--- config.mk ---
export PLATFORM = sky130hd
export DESIGN_NAME = core_seq_ctl
export DESIGN_NICKNAME = d
export VERILOG_FILES = /design/src/rtl/core_seq_ctl.sv
export SDC_FILE = /design/constraint.sdc
export NUM_CORES = 1
export LEC_CHECK = 0
export CAP_MARGIN = 20
export CORE_ASPECT_RATIO = 1.2
export CORE_MARGIN = 10
export CORE_UTILIZATION = 49
export DETAILED_ROUTE_END_ITERATION = 8
export PLACE_DENSITY = 0.79
export SLEW_MARGIN = 10
export SYNTH_ARGS = -nofsm -noshare
export SYNTH_HDL_FRONTEND = slang
export SYNTH_SLANG_ARGS = --single-unit
export TNS_END_PERCENT = 50
--- constraint.sdc ---
create_clock -name clk -period 2.6 [get_ports clk]
set_input_delay 0.65 -clock clk [delete_from_list [all_inputs] [get_ports clk]]
set_output_delay 0.65 -clock clk [all_outputs]
set_load 0.02 [all_outputs]
--- src/rtl/core_seq_ctl.sv ---
// Multi-cycle control sequencer: fetch, decode, execute, data access and writeback,
// with a saturating retired-instruction counter and a memory-wait timeout trap.
module core_seq_ctl #(
    parameter int CNT_W   = 32,
    parameter int TIMEOUT = 16
) (
    input  logic             clk,
    input  logic             rstn,
    input  logic             start,
    input  logic             imem_ready,
    input  logic             dmem_ready,
    input  logic             mem_read,
    input  logic             mem_write,
    input  logic             reg_write,
    input  logic             branch_uc,
    input  logic             branch_c,
    input  logic             jump_reg,
    input  logic             halt_instr,
    input  logic             br_taken,
    output logic [2:0]       state,
    output logic             imem_req,
    output logic             ir_we,
    output logic             dmem_req,
    output logic             dmem_we,
    output logic             rf_we,
    output logic             pc_we,
    output logic [1:0]       pc_src,
    output logic             busy,
    output logic             err,
    output logic [CNT_W-1:0] retired
);

    typedef enum logic [2:0] {
        S_FETCH  = 3'd0,
        S_DECODE = 3'd1,
        S_EXEC   = 3'd2,
        S_MEM    = 3'd3,
        S_WB     = 3'd4,
        S_IDLE   = 3'd5,
        S_HALT   = 3'd6,
        S_ERR    = 3'd7
    } state_t;

    localparam int                WAIT_W   = $clog2(TIMEOUT);
    localparam logic [WAIT_W-1:0] WAIT_LIM = WAIT_W'(TIMEOUT - 1);

    state_t            st;
    logic [WAIT_W-1:0] wait_cnt;
    logic [1:0]        pc_src_q;
    logic [1:0]        exec_src;
    logic              is_mem;

    function automatic logic [CNT_W-1:0] sat_inc(input logic [CNT_W-1:0] v);
        return (&v) ? v : v + CNT_W'(1);
    endfunction

    assign is_mem = mem_read | mem_write;
    assign state  = st;

    always_comb begin
        exec_src = 2'd0;
        if (jump_reg)
            exec_src = 2'd2;
        else if (branch_uc | (branch_c & br_taken))
            exec_src = 2'd1;
    end

    // Strobes decode from the registered state; ir_we and the EXEC/MEM retire
    // strobes also look at this cycle's inputs so they land without an extra cycle.
    always_comb begin
        imem_req = 1'b0;
        ir_we    = 1'b0;
        dmem_req = 1'b0;
        dmem_we  = 1'b0;
        rf_we    = 1'b0;
        pc_we    = 1'b0;
        pc_src   = pc_src_q;
        busy     = 1'b0;
        err      = 1'b0;
        case (st)
            S_FETCH: begin
                busy     = 1'b1;
                imem_req = 1'b1;
                ir_we    = imem_ready;
            end
            S_DECODE: busy = 1'b1;
            S_EXEC: begin
                busy   = 1'b1;
                pc_src = exec_src;
                pc_we  = ~is_mem & ~reg_write;
            end
            S_MEM: begin
                busy     = 1'b1;
                dmem_req = 1'b1;
                dmem_we  = mem_write;
                pc_we    = dmem_ready & ~mem_read;
            end
            S_WB: begin
                busy  = 1'b1;
                rf_we = 1'b1;
                pc_we = 1'b1;
            end
            S_ERR:   err = 1'b1;
            S_IDLE:  ;
            S_HALT:  ;
        endcase
    end

    always_ff @(posedge clk) begin
        if (!rstn) begin
            st       <= S_IDLE;
            wait_cnt <= '0;
            pc_src_q <= 2'd0;
            retired  <= '0;
        end else begin
            if (pc_we)
                retired <= sat_inc(retired);
            case (st)
                S_IDLE: begin
                    wait_cnt <= '0;
                    if (start)
                        st <= S_FETCH;
                end
                // A ready on the limit cycle still completes the access.
                S_FETCH: begin
                    if (imem_ready) begin
                        st       <= S_DECODE;
                        wait_cnt <= '0;
                    end else if (wait_cnt == WAIT_LIM) begin
                        st <= S_ERR;
                    end else begin
                        wait_cnt <= wait_cnt + WAIT_W'(1);
                    end
                end
                S_DECODE: st <= halt_instr ? S_HALT : S_EXEC;
                S_EXEC: begin
                    pc_src_q <= exec_src;
                    wait_cnt <= '0;
                    if (is_mem)
                        st <= S_MEM;
                    else if (reg_write)
                        st <= S_WB;
                    else
                        st <= S_FETCH;
                end
                S_MEM: begin
                    if (dmem_ready) begin
                        st       <= mem_read ? S_WB : S_FETCH;
                        wait_cnt <= '0;
                    end else if (wait_cnt == WAIT_LIM) begin
                        st <= S_ERR;
                    end else begin
                        wait_cnt <= wait_cnt + WAIT_W'(1);
                    end
                end
                S_WB:   st <= S_FETCH;
                S_HALT: ;
                S_ERR:  ;
            endcase
        end
    end

endmodule

# --- Word-level counts from Yosys, hierarchy flattened ---
# Index checks and enable logic that the tools add are counted.
totals:
  reg_bits: 41
  in_bits: 13
  out_inout_bits: 45
  elab_cells: 55
classes:
  n_addsub: 2
  eq_ne: 8
  n_mux: 24
  bitwise_logic: 9
  n_reduce_logical: 8
op_table:
  columns: ["operator", "n"]
  rows:
  - ["$add A32 B1 Y32 const B", 1]
  - ["$reduce_and A32 Y1", 1]
  - ["$mux W3", 8]
  - ["$pmux W3 S6", 1]
  - ["$mux W4", 3]
  - ["$pmux W4 S3", 1]
  - ["$eq A3 B3 Y1 const B", 3]
  - ["$mux W1", 8]
  - ["$eq A3 B2 Y1 const B", 2]
  - ["$reduce_bool A6 Y1", 1]
  - ["$reduce_or A5 Y1", 1]
  - ["$add A4 B1 Y4 const B", 1]
  - ["$eq A4 B4 Y1 const B", 1]
  - ["$mux W2", 2]
  - ["$not A1 Y1", 4]
  - ["$reduce_and A2 Y1", 2]
  - ["$and A1 B1 Y1", 3]
  - ["$eq A3 B1 Y1 const B", 1]
  - ["$logic_not A3 Y1", 1]
  - ["$pmux W1 S3", 1]
  - ["$reduce_bool A3 Y1", 1]
  - ["$ne A2 B2 Y1 const B", 1]
  - ["$or A1 B1 Y1", 2]
  - ["$reduce_or A2 Y1", 1]

# --- Longest topological paths before layout ---
logic_depth:
  ltp_word: 5
  depth_mapped: 9
  ltp_nobuf: 6

# --- Worst setup path before layout ---
# OpenSTA, ideal clock, no wires.
synth_timing:
  path_kind: "flip-flop to output port"
  from: "register st[2] (netlist: state[2])"
  to: "output pc_we"
  arrival_time_ps: 1889
  required_ps: 1950
  slack_ps: 61
  path_stages_with_launch: 6
  n_path_buf: 1
  path_cell_list: "dfxtp_1 -> nor3b_1 -> a31o_2 -> nor2_1 -> clkbuf_1 -> inv_1"
synth_via:
  elab_chain_cells: 2
  word_cells_on_any_way: 4
  classes_between: "eq/ne (3); mux (1)"
synth_lines:
  columns: ["item", "line", "source"]
  rows:
  - ["from (decl)", "47", "state_t st;"]
  - ["from (signal assigned)", "135", "S_DECODE: st <= halt_instr ? S_HALT : S_EXEC;"]
  - ["from (signal assigned)", "148", "st <= mem_read ? S_WB : S_FETCH;"]
  - ["$eq A3 B3 Y1 / $eq A3 B2 Y1 (equally long branches)", "80", "case (st)"]
  - ["$pmux W1 S3 *", "80", null]
  - ["to (decl)", "26", "output logic pc_we,"]
# Every way passes the cells marked *; elsewhere a longest branch is shown, timed or not.

# --- Final worst setup path ---
layout_timing:
  from: "input imem_ready"
  to: "output ir_we"
layout_via:
  elab_chain_cells: 1
layout_lines:
  columns: ["item", "line", "source"]
  rows:
  - ["from (decl)", "10", "input logic imem_ready,"]
  - ["$mux W1", "80", null]
  - ["to (decl)", "22", "output logic ir_we,"]
# No other way between the ends.

==> metrics.txt <==
status=finished clean; WHS Path Cells=2; Buffers on Ports=57; post-DP HPWL=4687 um; via count=2,457; worst-case clock buffer depth=2; Clock Latency Late Sink=300 ps; PnR worst setup slack=43.27 ps; CP Launch Type=input pin; period utilization=between 90% and 100%; Sw Ratio=26.42%; Post-synth EDFFs=0; largest net degree at the start of global routing=26; worst-margin pin slew=roughly 500 ps; CP Capture Type=output port; clock power share=38.9%; post-layout net count=363; final hold violations=0; worst-path cell chain=clkdlybuf4s50_1, and2_1, clkdlybuf4s50_1; Die Y=95.88 um; sequential-to-total area share from yosys stat=between 30% and 40%; TritonCTS clock tree=done; commonest cells after routing, fill and taps aside=clkdlybuf4s50_1 (52), dfxtp_1 (41), a21oi_1 (24), nand2_1 (24), o31ai_1 (19); Placeable Area=0.004628 mm^2; Worst Path Max Fanout=2; minimum clock period=about 2600 ps; Finished Layout Cells=407; Placed Cells=approximately 400; unrepaired setup endpoints after global routing=false; GRT overflow=0; global-route wire length before repair=11,070 um; drt pass-1 iters=4; CP peak stage delay=620 ps; P per Cell Area=between 400 and 500 mW/mm^2; die width=approximately 83 um; CP Class=in -> out; crit-path leading delay family=buffers and inverters; CTS root buffer=clkbuf_8; r2r worst-path depth=7; FFs w/ async S/R, synth=0%; cells after synthesis=286; CP max stage cell=clkdlybuf4s50_1; 1st-iter DRT viols=140; Inserted Diodes=0; FP Rows=27; CTS Buf Count=5; Pint=1.163 mW; WL final=6556 um; WP buf/inv=2; Initial Util=about 51%; initial antenna violation count=0; hold_sp=retired[19]$_SDFFE_PN0P_; Via density=6.037; Mapped Nets=301; final setup violation count=0; fin area=0.003186 mm^2; combinational group share of total power=about a fifth; max-slew violation count=0; DP Area=between 0.003 and 0.004 mm^2; IO Pins=58; WL/cell=16.11 um; peak supply drop=0.3891 mV; Hold Path End=retired[19]$_SDFFE_PN0P_; CTS sink count=between 40 and 50; DR DRC count=0; Syn Area/Cell=8.220 um^2; # hold bufs at CTS=0; Post-Route Setup TNS=0 ps; relative slew slack=65.85%; Worst-path clk slew=80 ps; R2R Setup Slk=slightly below 400 ps; WP data arrival=1910 ps; max cap viols=0; commonest non-fill, non-tap cell in the layout=clkdlybuf4s50_1; Critical Path RT=between 1500 and 2000 ps; share of post-route cells with drive strength above 1=between 10% and 20%; Die Area=about 0.0080 mm^2; vias in the first global route=about 2,300; Lkg Pwr=1.118 nW; H-tree levels=2; R2R Path End=retired[9]$_SDFFE_PN0P_; GPL Wtd Cong=0.8551; Reg-to-Reg Start=state[2]$_SDFFE_PN1P_; pre-CTS WS=-326.4 ps; Seq pwr share=between 40% and 50%; #FFs+latches synth=41; area grow syn2layout=35.50%; Yosys Warn Count=0; sw power=approximately 0.42 mW; skew final=4.708 ps; number of library cell types mapped by synthesis=50; Post-DRT Antenna Nets=0; GRT Overall Usage=16.18%; cell area after synthesis=0.002351 mm^2; crit-path most repeated cell=clkdlybuf4s50_1; Fmax achieved=391.1 MHz; Top FF cell, synth=dfxtp_1; hold crit path type=reg -> reg
==> metal layers <==
| layer | vias up | track usage, % | wire (um) |
|---|---|---|---|
| met5 | - | 0 | 0 |
| met4 | 0 | 4.119 | 61 |
| met3 | 7 | 5.664 | 436 |
| met2 | 68 | 27.96 | 3099 |
| met1 | 1170 | 18.80 | 2959 |
| li1 | 1212 | - | - |
==> state kept, by name, summed over array words and instances, names as in the netlist <==
name / cells
retired: 32
wait_cnt: 4
state: 3
pc_src_q: 2
==> power by group through the flow <==
| stage | clock network, mW | logic, mW | registers, mW |
|---|---|---|---|
| after detailed placement | 0 | 0.306 | 0.676 |
| after floorplan | 0 | 0.169 | 0.690 |
| after CTS | 0.626 | 0.306 | 0.661 |
| after global routing | 0.646 | 0.332 | 0.664 |
| final | 0.616 | 0.304 | 0.661 |
| after global placement | 0 | 0.300 | 0.675 |
==> worst register-to-register path, stage by stage (launching register included) <==
cell and delay [ps]:
dfxtp_1 350, or3b_4 440, nor4_4 220, buf_4 190, o211ai_2 220, buf_4 230
a211oi_1 270, mux2i_1 220
==> cell usage after synthesis (all sizes together) (9+ instances only) <==
| master | n | share of area [%] |
|---|---|---|
| or4 | 17 | 5.4 |
| mux2i | 9 | 3.8 |
| o31ai | 19 | 6.1 |
| nor2 | 13 | 2.1 |
| nand3 | 13 | 2.8 |
| a21oi | 24 | 5.1 |
| nand2 | 24 | 3.8 |
| clkbuf | 14 | 2.2 |
| nor3 | 9 | 1.9 |
| nand2b | 10 | 2.7 |
| dfxtp | 41 | 35 |
==> how the worst max path moves through the flow <==
stage,from,end,slack [ps],cells past startpoint
finish,imem_ready,ir_we,40,3
global route,imem_ready,ir_we,20,3
CTS,state[2]$_SDFFE_PN1P_,pc_src[1],-10,3
detailed placement,mem_read,pc_we,-330,6
global placement,mem_read,pc_we,-320,6
floorplan,state[2]$_SDFFE_PN1P_,pc_we,60,5
==> stage by stage <==
| stage | util, % | power, mW | hold slack [ps] |
|---|---|---|---|
| after floorplan | - | 0.8584 | 460.3 |
| after global placement | 65.96 | 0.9751 | 469.3 |
| after detailed placement | 65.96 | 0.9816 | 474.0 |
| after CTS | 68.88 | 1.593 | 485.6 |
| after global routing | 68.83 | 1.642 | 498.9 |
| final | 68.83 | 1.581 | 484.9 |
==> repair_timing <==
item,4_1_cts,5_1_grt
setup buffers,0,0
setup endpoints to repair,4,2
gates resized for setup,7,2
==> layout make-up <==
cell class | count | area [um^2]
clock buffer | 5 | 68.82
clock inverter | 3 | 65.06
fill | 386 | 1443
inverter | 8 | 30.03
multi-input combinational | 216 | 1409
sequential | 41 | 820.8
tap | 58 | 72.57
timing repair buffer | 76 | 719.4
==> kinds of logic after synthesis <==
group           synth area share (%)
compound gates                 22.03
xor+xnor                      0.7452
fa+ha+maj                      1.064
buf+inv                        5.375
flops                          34.91
mux                            4.311
simple gates                   31.56
Note: power is estimated with default switching activity, not from simulation.
